## config.mk

```make
export PLATFORM = sky130hd
export DESIGN_NAME = i2s_rx
export DESIGN_NICKNAME = d
export VERILOG_FILES = /design/src/rtl/i2s_pkg.sv /design/src/rtl/i2s_clkgen.sv /design/src/rtl/i2s_rx.sv
export SDC_FILE = /design/constraint.sdc
export NUM_CORES = 1
export LEC_CHECK = 0
export CAP_MARGIN = 25
export CORE_UTILIZATION = 56
export CTS_BUF_LIST = sky130_fd_sc_hd__clkbuf_2
export DETAILED_ROUTE_END_ITERATION = 10
export PLACE_DENSITY = 0.82
export RECOVER_POWER = 50
export SLEW_MARGIN = 15
export SYNTH_ARGS = -nofsm -noshare
export SYNTH_HDL_FRONTEND = slang
export SYNTH_SLANG_ARGS = --single-unit
```

## constraint.sdc

```tcl
create_clock -name clk -period 4.1 [get_ports clk]
set_input_delay 1.025 -clock clk [delete_from_list [all_inputs] [get_ports clk]]
set_output_delay 1.025 -clock clk [all_outputs]
set_load 0.02 [all_outputs]
```

## src/rtl/i2s_pkg.sv

```systemverilog
// Shared I2S definitions for i2s_rx and i2s_tx: frame geometry, channel codes, slot-to-bit mapping.
// Latency and backpressure: not applicable (package).
package i2s_pkg;
    localparam int   DEF_SAMPLE_BITS = 16;
    localparam int   SLOTS_PER_FRAME = 2 * DEF_SAMPLE_BITS;
    localparam logic LR_LEFT         = 1'b0;
    localparam logic LR_RIGHT        = 1'b1;

    typedef struct packed {
        logic       chan;
        logic [7:0] bit_idx;
    } slot_map_t;

    // One-bit I2S delay: slot 0 still carries the previous frame's right LSB.
    function automatic slot_map_t slot_map(input int slot, input int slots = SLOTS_PER_FRAME);
        slot_map_t m;
        int half;
        half      = slots / 2;
        m.chan    = LR_RIGHT;
        m.bit_idx = 8'd0;
        if (slot >= 1 && slot <= half) begin
            m.chan    = LR_LEFT;
            m.bit_idx = 8'(half - slot);
        end else if (slot > half) begin
            m.bit_idx = 8'(slots - slot);
        end
        return m;
    endfunction
endpackage

```

## src/rtl/i2s_clkgen.sv

```systemverilog
// BCLK/LRCLK generator with rise/fall/capture strobes; strobes are combinational from the counters.
// No backpressure: counters free-run while enable is high and sit at zero otherwise.
module i2s_clkgen import i2s_pkg::*; #(
    parameter int BCLK_DIV    = 17,
    parameter int SAMPLE_BITS = DEF_SAMPLE_BITS,
    parameter int SLOT_W      = $clog2(2 * SAMPLE_BITS)
) (
    input  logic              clk,
    input  logic              rstn,
    input  logic              enable,
    output logic              BCLK,
    output logic              LRCLK,
    output logic [SLOT_W-1:0] slot,
    output logic              rise,
    output logic              fall,
    output logic              capture
);
    localparam int DIV_W = $clog2(BCLK_DIV);
    localparam int HALF  = BCLK_DIV / 2;
    localparam int SLOTS = 2 * SAMPLE_BITS;

    logic [DIV_W-1:0]  div_cnt;
    logic [DIV_W-1:0]  div_nxt;
    logic [SLOT_W-1:0] slot_nxt;
    logic              wrap;

    assign wrap = (div_cnt == DIV_W'(BCLK_DIV - 1));

    always_comb begin
        div_nxt  = wrap ? '0 : div_cnt + 1'b1;
        slot_nxt = slot;
        if (wrap) begin
            slot_nxt = (slot == SLOT_W'(SLOTS - 1)) ? '0 : slot + 1'b1;
        end
    end

    // BCLK/LRCLK are registered from the next-state values so they toggle glitch-free with the counters.
    always_ff @(posedge clk or negedge rstn) begin
        if (!rstn) begin
            div_cnt <= '0;
            slot    <= '0;
            BCLK    <= 1'b0;
            LRCLK   <= LR_LEFT;
        end else if (!enable) begin
            div_cnt <= '0;
            slot    <= '0;
            BCLK    <= 1'b0;
            LRCLK   <= LR_LEFT;
        end else begin
            div_cnt <= div_nxt;
            slot    <= slot_nxt;
            BCLK    <= (div_nxt >= DIV_W'(HALF));
            LRCLK   <= (slot_nxt >= SLOT_W'(SAMPLE_BITS)) ? LR_RIGHT : LR_LEFT;
        end
    end

    assign rise    = enable && (div_cnt == DIV_W'(HALF));
    assign fall    = enable && wrap;
    assign capture = enable && (div_cnt == DIV_W'(HALF + 2));
endmodule

```

## src/rtl/i2s_rx.sv

```systemverilog
// I2S master receiver: drives BCLK/LRCLK, deserialises DATA, one stereo pair + FIFO write per frame.
// Latency: outputs update 1 clk after the slot-0 capture; fifo_full drops the write and sets sticky overflow.
module i2s_rx import i2s_pkg::*; #(
    parameter int BCLK_DIV    = 17,
    parameter int SAMPLE_BITS = DEF_SAMPLE_BITS,
    parameter int OUT_BITS    = 8
) (
    input  logic                   clk,
    input  logic                   rstn,
    input  logic                   enable,
    input  logic                   DATA,
    output logic                   BCLK,
    output logic                   LRCLK,
    output logic [SAMPLE_BITS-1:0] sample_l,
    output logic [SAMPLE_BITS-1:0] sample_r,
    output logic                   sample_valid,
    output logic                   fifo_wr_en,
    output logic [OUT_BITS-1:0]    fifo_wr_data,
    input  logic                   fifo_full,
    output logic                   overflow,
    input  logic                   clear_ovf
);
    localparam int SLOT_W = $clog2(2 * SAMPLE_BITS);

    logic [SLOT_W-1:0]      slot;
    logic                   rise;
    logic                   fall;
    logic                   capture;
    logic [1:0]             data_sync;
    logic [SAMPLE_BITS-1:0] shreg;
    logic [SAMPLE_BITS-1:0] held_l;
    logic [SAMPLE_BITS-1:0] word;
    logic [1:0]             warm;
    logic                   done_l;
    logic                   done_r;
    logic                   unused_rise;
    slot_map_t              map;

    i2s_clkgen #(
        .BCLK_DIV   (BCLK_DIV),
        .SAMPLE_BITS(SAMPLE_BITS),
        .SLOT_W     (SLOT_W)
    ) u_clkgen (
        .clk    (clk),
        .rstn   (rstn),
        .enable (enable),
        .BCLK   (BCLK),
        .LRCLK  (LRCLK),
        .slot   (slot),
        .rise   (rise),
        .fall   (fall),
        .capture(capture)
    );

    // The receive path samples two clk after rise instead, to cover the synchroniser delay.
    assign unused_rise = rise;

    assign map    = slot_map(int'(slot), 2 * SAMPLE_BITS);
    assign word   = {shreg[SAMPLE_BITS-2:0], data_sync[1]};
    assign done_l = capture && (map.chan == LR_LEFT)  && (map.bit_idx == 8'd0);
    assign done_r = capture && (map.chan == LR_RIGHT) && (map.bit_idx == 8'd0);

    always_ff @(posedge clk or negedge rstn) begin
        if (!rstn) begin
            data_sync    <= '0;
            shreg        <= '0;
            held_l       <= '0;
            warm         <= '0;
            sample_l     <= '0;
            sample_r     <= '0;
            sample_valid <= 1'b0;
            fifo_wr_en   <= 1'b0;
            fifo_wr_data <= '0;
            overflow     <= 1'b0;
        end else begin
            data_sync    <= {data_sync[0], DATA};
            sample_valid <= 1'b0;
            fifo_wr_en   <= 1'b0;
            if (clear_ovf) begin
                overflow <= 1'b0;
            end
            if (!enable) begin
                shreg <= '0;
                warm  <= '0;
            end else begin
                // Outputs start only after two whole frames of LRCLK, so the ADC has locked to word select.
                if (fall && (slot == SLOT_W'(2 * SAMPLE_BITS - 1)) && (warm != 2'd2)) begin
                    warm <= warm + 2'd1;
                end
                if (capture) begin
                    shreg <= word;
                end
                if (done_l) begin
                    held_l <= word;
                end
                if (done_r && (warm == 2'd2)) begin
                    sample_l     <= held_l;
                    sample_r     <= word;
                    sample_valid <= 1'b1;
                    if (fifo_full) begin
                        overflow <= 1'b1;
                    end else begin
                        fifo_wr_en   <= 1'b1;
                        fifo_wr_data <= held_l[SAMPLE_BITS-1 -: OUT_BITS];
                    end
                end
            end
        end
    end
endmodule

```

==> flow_summary.rst, run 1 <==
.. list-table::
   :header-rows: 1

   * - Metric
     - Value
   * - Result of the run
     - finished clean
   * - Final setup fails
     - 0
   * - Antenna Nets Post-Route
     - 0
   * - Via count normalized by instance count
     - roughly 5.9
   * - Gates resized, CTS repair
     - 0
   * - Post-route setup TNS
     - 0 ps
   * - Leak Pwr
     - 2.04 nW
   * - Die footprint
     - about 0.0067 sq mm
   * - I/O pin count
     - slightly above 50
   * - Category of the critical setup timing path
     - register to register
   * - Cell types occupying the most area after synthesis
     - dfrtp_1 (62%), a22o_1 (11%), mux2_2 (7.5%)
   * - FF+latch count, synth
     - 89
   * - Post-synth EDFFs
     - 0
   * - # clock sinks
     - 89
   * - Layout-stage area growth over the synthesis result
     - 20.0%
   * - Share of layout cells above drive strength 1
     - 0.166
   * - Achievable frequency
     - 302 MHz
   * - Power spent charging and discharging nets
     - approximately 330 uW
   * - H-tree depth reported by CTS
     - 3
   * - Sequential-to-total area share from yosys stat
     - 0.621
   * - Global-route wire length before repair
     - 11.0 mm
   * - Switching Share
     - 0.219
   * - Syn. warnings
     - 0
   * - Synthesized instance count
     - between 200 and 300
   * - Synthesized netlist net count
     - around 270
   * - Cell internal pwr
     - approximately 1.2 mW
   * - CP Capture Type
     - register
   * - Count of unresolved DRC violations after routing
     - 0
   * - Maximum fanout encountered on the critical timing path
     - 22
   * - Synth Flop Type
     - dfrtp_1
   * - Pin count of the biggest net entering global routing
     - 62
   * - Final weighted congestion in routability-driven placement
     - between 0.7 and 0.8
   * - X dimension of the die
     - a little over 80 um
   * - Cts-stage hold buffer count
     - 0
   * - Number of antenna violations at the first check in global routing
     - 0
   * - Share of power burned in the clock network
     - 0.381
   * - Worst VDD drop
     - roughly 0.26 mV
   * - Setup clock skew after layout
     - 23.8 ps
   * - Post-layout minimum cycle time
     - ~3300 ps
   * - Combinational power share
     - 0.023
   * - Post-CTS repair timing setup buffer count
     - 0
   * - Required time worst endpoint
     - around 4600 ps
   * - Pins over their slew limit
     - 0
   * - Initial standard-cell utilization of the core
     - 0.592
   * - Leading cell type in the layout, fill and taps excluded
     - dfrtp_1
   * - Detailed-routing iteration count for the pre-antenna-repair pass
     - 4
   * - Clock root buffer master
     - clkbuf_2
   * - Post-synthesis async set-or-reset flop share
     - 1.00
   * - RSZ-0062 raised after global routing
     - no
   * - Fraction of synthesized cell area taken by the top area cell type
     - 0.621
   * - Worst Tran Pin Value
     - 1460 ps
   * - Total of buffers placed on input and output ports
     - 50
   * - Number of library cell types mapped by synthesis
     - 44
   * - Detailed-placement wirelength estimate
     - approximately 4.5 mm
   * - Cell area after synthesis
     - approximately 0.0036 sq mm
   * - Post-route fraction of the period consumed by the critical path
     - 0.808
   * - Global Route Usage Sum
     - 0.223
   * - Post-synth top area cell
     - dfrtp_1
   * - Antenna fix cells
     - 0
   * - Hold_ws
     - 391 ps
   * - Fraction of power consumed by sequential logic
     - 0.596
   * - Startpoint type of the worst setup path
     - register
   * - Clock tree from TritonCTS
     - yes
   * - Vias in the first global route
     - between 2000 and 2500
   * - Data arrival time of the critical path
     - 3800 ps
   * - Clock latency of the later-clocked register in the worst-skew pair
     - about 530 ps
   * - Number of vias after detailed routing
     - ~2300
   * - Placeable core region
     - approximately 0.006 sq mm
   * - Headroom to the max-slew limit
     - 0.0242
   * - Clock buffer depth
     - 2
   * - Max capacitance violation total
     - 0
   * - Power Density
     - 346 mW/mm^2
   * - 1st-iter DRT viols
     - roughly 200
   * - Total Wirelength
     - roughly 6.6 mm
   * - Final #Nets
     - approximately 320
   * - Number of buffers added by the clock tree synthesis step
     - 9
   * - Routed WL per cell
     - around 17 um
   * - Commonest cells after routing, fill and taps aside
     - dfrtp_1 (89), a22o_1 (47), clkdlybuf4s50_1 (47)
   * - Path class of the lowest-slack min-delay path
     - register to register
   * - Clock transition at the register clock pins on the worst setup and hold paths after CTS
     - 230 ps
   * - Count of final hold-check violations
     - 0
   * - Number of rows created at floorplan
     - 28
   * - Synthesized area per cell
     - between 10 and 15 sq um
   * - Overflow left after global routing
     - 0
   * - Die Y
     - ~80 um
==> area by class of cell <==
type | instances | area [sq um]
inverters | 9 | 33.8
well taps | 75 | 93.8
fillers | 413 | 1760
repair buffers | 57 | 541
multi-input cells | 143 | 1240
clock inverters | 6 | 115
flip-flops and latches | 89 | 2230
clock buffers | 10 | 50.0
==> worst max-delay path, cell delays in order (launching register included) <==
cell and delay [ps]:
dfrtp_1 540, inv_1 100, ha_1 200, nor3b_1 390, ha_1 330, o311ai_0 680
or2_1 500, buf_4 340, a22o_1 180
==> logic make-up (layout without fill, tap and decap cells) <==
kind of cell             Yosys count  in the layout  share of synthesized area
flip-flops                        89             89                      0.621
buffers and inverters             24             82                     0.0370
AO/OA/AOI/OAI                     63             63                      0.144
XOR/XNOR                           3              3                    0.00733
AND/OR/NAND/NOR                   43             43                     0.0813
multiplexers                      25             25                     0.0782
adder cells (fa/ha/maj)            9              9                     0.0314
==> state kept, by name (all words and copies together), names as in the netlist, 2 cells and up <==
name	count
u_clkgen.slot	4
shreg	15
u_clkgen.div_cnt	5
warm	2
fifo_wr_data	8
sample_r	16
held_l	16
data_sync	2
sample_l	16
==> per-layer routing <==
layer  track usage  wire [um]
met5             0          0
met4         0.100        101
met3        0.0378        276
met2         0.336       3120
met1         0.318       3100
==> power groups by stage <==
stage	logic (mW)	clock network, mW	registers [mW]
CTS	0.0397	0.577	0.887
global route	0.0408	0.612	0.888
finish	0.0340	0.567	0.887
global placement	0.0351	0	0.901
detailed placement	0.0396	0	0.901
floorplan	0.0110	0	0.901
==> cells in the mapped netlist, types with 2 or more instances <==
cell	instances
nand3b_1	2
and2_1	4
a21boi_0	2
o21ai_0	4
mux2_2	24
buf_6	5
a21oi_1	4
clkbuf_1	7
nor3b_1	2
nand2_1	3
ha_1	9
or4_1	2
dfrtp_1	89
nand4_1	2
o22ai_1	2
a22o_1	47
inv_1	9
xnor2_1	3
nor2_1	3
nand3_1	2
and3_1	2
nor2b_1	4
nor3_1	4
==> worst paths after layout <==
kind | from | end | slack [ps] | cells past startpoint
max | u_clkgen.slot[0] | sample_l[2] | 790 | 8
min | data_sync[0] | data_sync[1] | 390 | 0
max reg2reg | u_clkgen.slot[0] | sample_l[2] | 790 | 8
min reg2reg | data_sync[0] | data_sync[1] | 390 | 0
max in group asynchronous | rstn | overflow | 1220 | 2
min in group asynchronous | rstn | sample_r[4] | 790 | 1
==> per-stage QoR <==
stage	util	instances	worst slack, ps	total power [mW]	cell area (sq um)
3_5_place_dp	0.686	372	611	0.941	4160
5_1_grt	0.710	389	546	1.54	4300
4_1_cts	0.713	388	573	1.50	4320
6_report	0.710	389	788	1.49	4300
3_3_place_gp	0.682	371	624	0.936	4130
2_1_floorplan	-	256	1150	0.912	3590
(Power assumes the default switching activity.)
==> run 2, diff against run 1 <==
--- a/config.mk
+++ b/config.mk
@@ -6,10 +6,10 @@
 export NUM_CORES = 1
 export LEC_CHECK = 0
 export CAP_MARGIN = 25
-export CORE_UTILIZATION = 56
+export CORE_UTILIZATION = 51
 export CTS_BUF_LIST = sky130_fd_sc_hd__clkbuf_2
 export DETAILED_ROUTE_END_ITERATION = 10
-export PLACE_DENSITY = 0.82
+export PLACE_DENSITY = 0.78
 export RECOVER_POWER = 50
 export SLEW_MARGIN = 15
 export SYNTH_ARGS = -nofsm -noshare
==> constraint.sdc (replaced) <==
create_clock -name clk -period 2.8 [get_ports clk]
set_input_delay 0.7 -clock clk [delete_from_list [all_inputs] [get_ports clk]]
set_output_delay 0.7 -clock clk [all_outputs]
set_load 0.02 [all_outputs]
==> flow_summary.rst, run 2 (synthesized netlist as in run 1, its figures left out) <==
.. list-table::
   :header-rows: 1

   * - Metric
     - Value
   * - Result of the run
     - finished clean
   * - Final #Nets
     - about 330
   * - Category of the critical setup timing path
     - register to register
   * - Vias in the first global route
     - 2281
   * - Cell internal pwr
     - 1.43 mW
   * - # clock sinks
     - between 80 and 90
   * - Number of vias after detailed routing
     - 2304
   * - Regs by FF count
     - held_l x16, sample_l x16, sample_r x16
   * - Required time worst endpoint
     - approximately 3200 ps
   * - Antenna fix cells
     - 0
   * - Final setup fails
     - 0
   * - Combinational power share
     - 0.027
   * - CP Capture Type
     - register
   * - Clock buffer depth
     - 2
   * - Routed WL per cell
     - around 16 um
   * - Initial standard-cell utilization of the core
     - 0.528
   * - Number of rows created at floorplan
     - 30
   * - Worst VDD drop
     - roughly 0.19 mV
   * - Clock latency of the later-clocked register in the worst-skew pair
     - around 520 ps
   * - Post-route fraction of the period consumed by the critical path
     - 0.976
   * - Leak Pwr
     - ~2.0 nW
   * - Pin count of the biggest net entering global routing
     - 49
   * - X dimension of the die
     - about 86 um
   * - Startpoint type of the worst setup path
     - register
   * - Die Y
     - ~86 um
   * - Detailed-routing iteration count for the pre-antenna-repair pass
     - 4
   * - Final weighted congestion in routability-driven placement
     - between 0.8 and 0.9
   * - H-tree depth reported by CTS
     - 3
   * - Overflow left after global routing
     - 0
   * - Maximum fanout encountered on the critical timing path
     - 34
   * - Power spent charging and discharging nets
     - 471 uW
   * - Layout fillers
     - 538
   * - Headroom to the max-slew limit
     - 0.223
   * - Layout-stage area growth over the synthesis result
     - 21.1%
   * - Clock tree from TritonCTS
     - yes
   * - 1st-iter DRT viols
     - 120
   * - Count of final hold-check violations
     - 0
   * - Switching Share
     - 0.248
   * - Worst slack at placement
     - 26.5 ps
   * - Total power consumption of the routed design
     - 1.90 mW
   * - Pins over their slew limit
     - 0
   * - Global Route Usage Sum
     - 0.195
   * - Die footprint
     - ~0.0074 sq mm
   * - Setup clock skew after layout
     - 36.7 ps
   * - Global-route wire length before repair
     - between 10 and 15 mm
   * - Detailed-placement wirelength estimate
     - 4.42 mm
   * - Path class of the lowest-slack min-delay path
     - primary input to async pin
   * - Antenna Nets Post-Route
     - 0
   * - Number of antenna violations at the first check in global routing
     - 0
   * - Post-layout minimum cycle time
     - 2730 ps
   * - Hold_ws
     - approximately 370 ps
   * - Max capacitance violation total
     - 0
   * - Count of unresolved DRC violations after routing
     - 0
   * - Total of buffers placed on input and output ports
     - 50
   * - Util after Layout
     - 0.639
   * - Via count normalized by instance count
     - around 5.5
   * - Total Wirelength
     - roughly 6.6 mm
   * - Leading cell type in the layout, fill and taps excluded
     - dfrtp_1
   * - Fraction of power consumed by sequential logic
     - 0.683
   * - Clock root buffer master
     - clkbuf_2
   * - Commonest cells after routing, fill and taps aside
     - dfrtp_1 (89), a22o_1 (47), clkdlybuf4s50_1 (47)
   * - Data arrival time of the critical path
     - 3160 ps
   * - Placeable core region
     - slightly below 0.007 sq mm
   * - Share of layout cells above drive strength 1
     - 0.193
   * - Number of buffers added by the clock tree synthesis step
     - 9
   * - Worst Tran Pin Value
     - between 1000 and 1500 ps
   * - Power Density
     - 437 mW/mm^2
   * - Clock transition at the register clock pins on the worst setup and hold paths after CTS
     - between 200 and 300 ps
   * - I/O pin count
     - 51
   * - Achievable frequency
     - around 370 MHz
   * - Setup WS post-layout
     - 66.8 ps
   * - Share of power burned in the clock network
     - 0.290
run 2: cell types whose count changed in the layout (fill, tap and decap cells not counted), moves of 2 or more:
cell	previous run	this run
and2_0	2	0
and2_1	2	4
buf_12	0	2
buf_4	5	10
bufinv_16	3	0
clkinvlp_4	0	2
inv_6	0	2
run 2: worst max-delay path, cell delays in order, from the launching register on:
cell and delay [ps]:
dfrtp_1 430, inv_1 80, ha_2 200, or4b_4 450
a311o_1 380, o41a_1 380, or2_1 280, buf_12 170
a22o_1 250
run 2: path summary, 6_finish.rpt:
check	from	to	slack, ps	depth (start not counted)
hold / removal	rstn	sample_r[10]	370	1
setup reg to reg	u_clkgen.slot[1]	sample_l[1]	70	8
setup / recovery	u_clkgen.slot[1]	sample_l[1]	70	8
min in group clk	data_sync[0]	data_sync[1]	390	0
max in group asynchronous	rstn	shreg[0]	820	2
hold reg to reg	data_sync[0]	data_sync[1]	390	0
run 2: area by class of cell:
| class | instances | area [sq um] | share of cell area |
|---|---|---|---|
| flip-flops and latches | 89 | 2230 | 0.513 |
| multi-input cells | 143 | 1250 | 0.288 |
| repair buffers | 64 | 619 | 0.143 |
| well taps | 96 | 120 | 0.0276 |
| clock buffers | 10 | 50.0 | 0.0115 |
| clock inverters | 6 | 41.3 | 0.00950 |
| inverters | 9 | 33.8 | 0.00778 |
run 2: stage by stage:
stage	instance area [sq um]	TNS, ps	instances
2_1_floorplan	3590	0	256
3_3_place_gp	4230	0	398
3_5_place_dp	4230	0	398
4_1_cts	4320	0	414
5_1_grt	4340	-178	417
6_report	4340	0	417
run 2: repair_timing:
item / in CTS / in global routing
gates resized for setup: 0 / 3
endpoints found under the setup margin: 3 / 42
setup buffers: 0 / 3
pin swaps: 1 / 2
hold buffers: 0 / 0
run 2: layer usage:
metal	global-route usage	share of wire
met2	0.303	0.49
met4	0.0773	0.0094
met3	0.0318	0.036
met5	0	0
met1	0.278	0.47
run 2: power by group through the flow:
stage                     Clock (mW)  Combinational, mW  Sequential, mW
after detailed placement           0             0.0581            1.32
after floorplan                    0             0.0162            1.32
after global placement             0             0.0568            1.32
after global routing           0.627             0.0614            1.30
final                          0.550             0.0517            1.30
after CTS                      0.567             0.0584            1.30
==> run 3, diff against run 2 <==
==> constraint.sdc (replaced) <==
create_clock -name clk -period 2.8 [get_ports clk]
set_input_delay 0.7 -clock clk [delete_from_list [all_inputs] [get_ports clk]]
set_output_delay 0.7 -clock clk [all_outputs]
set_load 0.05 [all_outputs]
==> results of run 3 <==
The final DEF is identical to that of run 2. Status: finished clean.
==> RTL change, RTL diff (config.mk and constraints of run 1) <==
`BCLK_DIV` is set to 17 in 2 places; all go to 34.
--- a/src/rtl/i2s_clkgen.sv
+++ b/src/rtl/i2s_clkgen.sv
@@ -1,7 +1,7 @@
 // BCLK/LRCLK generator with rise/fall/capture strobes; strobes are combinational from the counters.
 // No backpressure: counters free-run while enable is high and sit at zero otherwise.
 module i2s_clkgen import i2s_pkg::*; #(
-    parameter int BCLK_DIV    = 17,
+    parameter int BCLK_DIV    = 34,
     parameter int SAMPLE_BITS = DEF_SAMPLE_BITS,
     parameter int SLOT_W      = $clog2(2 * SAMPLE_BITS)
 ) (
--- a/src/rtl/i2s_rx.sv
+++ b/src/rtl/i2s_rx.sv
@@ -1,7 +1,7 @@
 // I2S master receiver: drives BCLK/LRCLK, deserialises DATA, one stereo pair + FIFO write per frame.
 // Latency: outputs update 1 clk after the slot-0 capture; fifo_full drops the write and sets sticky overflow.
 module i2s_rx import i2s_pkg::*; #(
-    parameter int BCLK_DIV    = 17,
+    parameter int BCLK_DIV    = 34,
     parameter int SAMPLE_BITS = DEF_SAMPLE_BITS,
     parameter int OUT_BITS    = 8
 ) (
Function: changed (a bounded check fails within 10 cycles, from zero or initial values and one cycle with rstn low).
==> RTL change against run 1 <==
  * The flow now finishes with violations (capacitance limit, slew limit)
  * Combinational power grew 10%
  * Design area grew 8.3%
  * Area after synthesis grew 12%
  * Count of clock-buffer cells in the layout shrank 1
  * Die area grew 12%
  * Power shrank 7.9%
  * Synthesized cell count grew 14%
  * Worst setup slack gained 130 ps
  * Sequential cell count grew 1
  * Wire length grew 1.8%
  * Highest routed layer unchanged
  * Non-clock buffer count shrank 4
==> RTL change: results (changes against run 1) <==
stage	metric	value	unit	change
critical_path	cp.arrival	3620	ps	-180 ps
placement	gp_congestion	0.807		+10%
yosys	yosysUniqueCellTypes	45		+2.3%
global_route	grt_start_max_net_pins	57		-8.1%
cts	clk_pin_slew	220	ps	
yosys	synthArstFlopShare	100	%	unchanged
cts	clock_latency	540	ps	
run_status	status	finished, violations left		
global_route	antenna_found_initial	0		unchanged
placement	hpwl	4540	µm	+1.4%
run	drv_cap	1		+1
route	detail_route.wl_per_cell	15.1	µm	-11%
sta	max-slew-margin-rel	-18.3	%	-21 points
sta	drv_slew	36		+36
placement	portBuffers	50		unchanged
cts	clockBufferDepth	2		unchanged
cells_and_area	layout-drive-gt1-share	24.7	%	+8.2 points
global_route	grt_pass1_vias	2327		+2.9%
sta	finalHoldViolations	0		unchanged
yosys	seq_area_frac_synth	56.1	%	-6.0 points
global_route	grt_first_pass_wirelength	11400	µm	+3.5%
sta	skew	35.2	ps	+11.5 ps
cts	htree_levels	3		unchanged
cts	clock-root-buffer	clkbuf_2		
global_route	grt_usage	20.2	%	-2.2 points
cts	cts_resized	0		unchanged
cells_and_area	final_nets	358		+10%
sta	timing.setup.tns	0	ps	unchanged
power	power_leakage	2.20	nW	+8.1%
critical_path	critPathMaxFanout	33		+50%
yosys	yosys-top-cells-area	dfrtp_1, mux2_4, mux2_2		
yosys	synthesis.nets	306		+13%
run_status	violations	capacitance limit, slew limit		
power	ir_worst_vdd	156	µV	-40%
yosys	yosysWarnings	0		unchanged
yosys	synth_common_cells	dfrtp_1, mux2_4, nand2_1		
route	dr.pass1.iters	4		unchanged
cts	numCtsBuffers	9		unchanged
route	via_count	2348		+1.8%
cells_and_area	reg_top3	held_l (16), sample_l (16), sample_r (16)		
cells_and_area	antennaDiodeCount	0		unchanged
route	drt-initial-drc-count	121		-41%
==> RTL change: through the flow <==
stage               instance area, µm²  util, %  instances  setup WS [ps]
floorplan                         4010        -        292           1520
global placement                  4550     66.2        428            816
detailed placement                4570     66.6        429            830
CTS                               4690     68.2        444            906
global route                      4660     67.8        444            470
finish                            4660     67.8        444            913
==> RTL change: routing by layer <==
layer	track usage (%)	share of wire (%)
met5	0	0
met4	7.73	1.7
met3	4.95	3.2
met2	31.0	47
met1	27.8	48
==> RTL change: cell type report <==
| cell class | instances | area, µm² |
|---|---|---|
| flip-flops and latches | 90 | 2250 |
| fillers | 490 | 2210 |
| multi-input cells | 184 | 1640 |
| repair buffers | 53 | 514 |
| well taps | 96 | 120 |
| clock inverters | 6 | 67.6 |
| clock buffers | 9 | 45.0 |
| inverters | 6 | 22.5 |
==> RTL change: worst max-delay path, cell delays in order (launching register included) <==
cell	delay, ps
dfrtp_1	600
inv_1	80
ha_1	250
nor3b_2	180
ha_1	330
and3b_1	190
o221ai_2	150
o21ai_2	250
nand3_4	550
mux2_4	490
==> RTL change: final timing paths <==
path,start,to,slack (ps),cells after the start
setup / recovery,u_clkgen.slot[0],sample_l[8],910,9
hold / removal,data_sync[0],data_sync[1],410,0
setup reg to reg,u_clkgen.slot[0],sample_l[8],910,9
hold reg to reg,data_sync[0],data_sync[1],410,0
max in group asynchronous,rstn,sample_l[8],1070,2
min in group asynchronous,rstn,fifo_wr_data[3],900,1
==> RTL change: where the power goes <==
group	total [mW]	leakage [nW]	internal [mW]	switching (mW)
Clock	0.437	0.0644	0.139	0.298
Sequential	0.897	1.25	0.893	0.00389
Combinational	0.0374	0.888	0.0110	0.0264
==> RTL change: cells by family after synthesis <==
family / share of synthesized area (%)
flip-flops: 56.1
AND/OR/NAND/NOR: 11.4
multiplexers: 19.6
AO/OA/AOI/OAI: 6.02
buffers and inverters: 3.09
adder cells (fa/ha/maj): 2.49
XOR/XNOR: 1.31
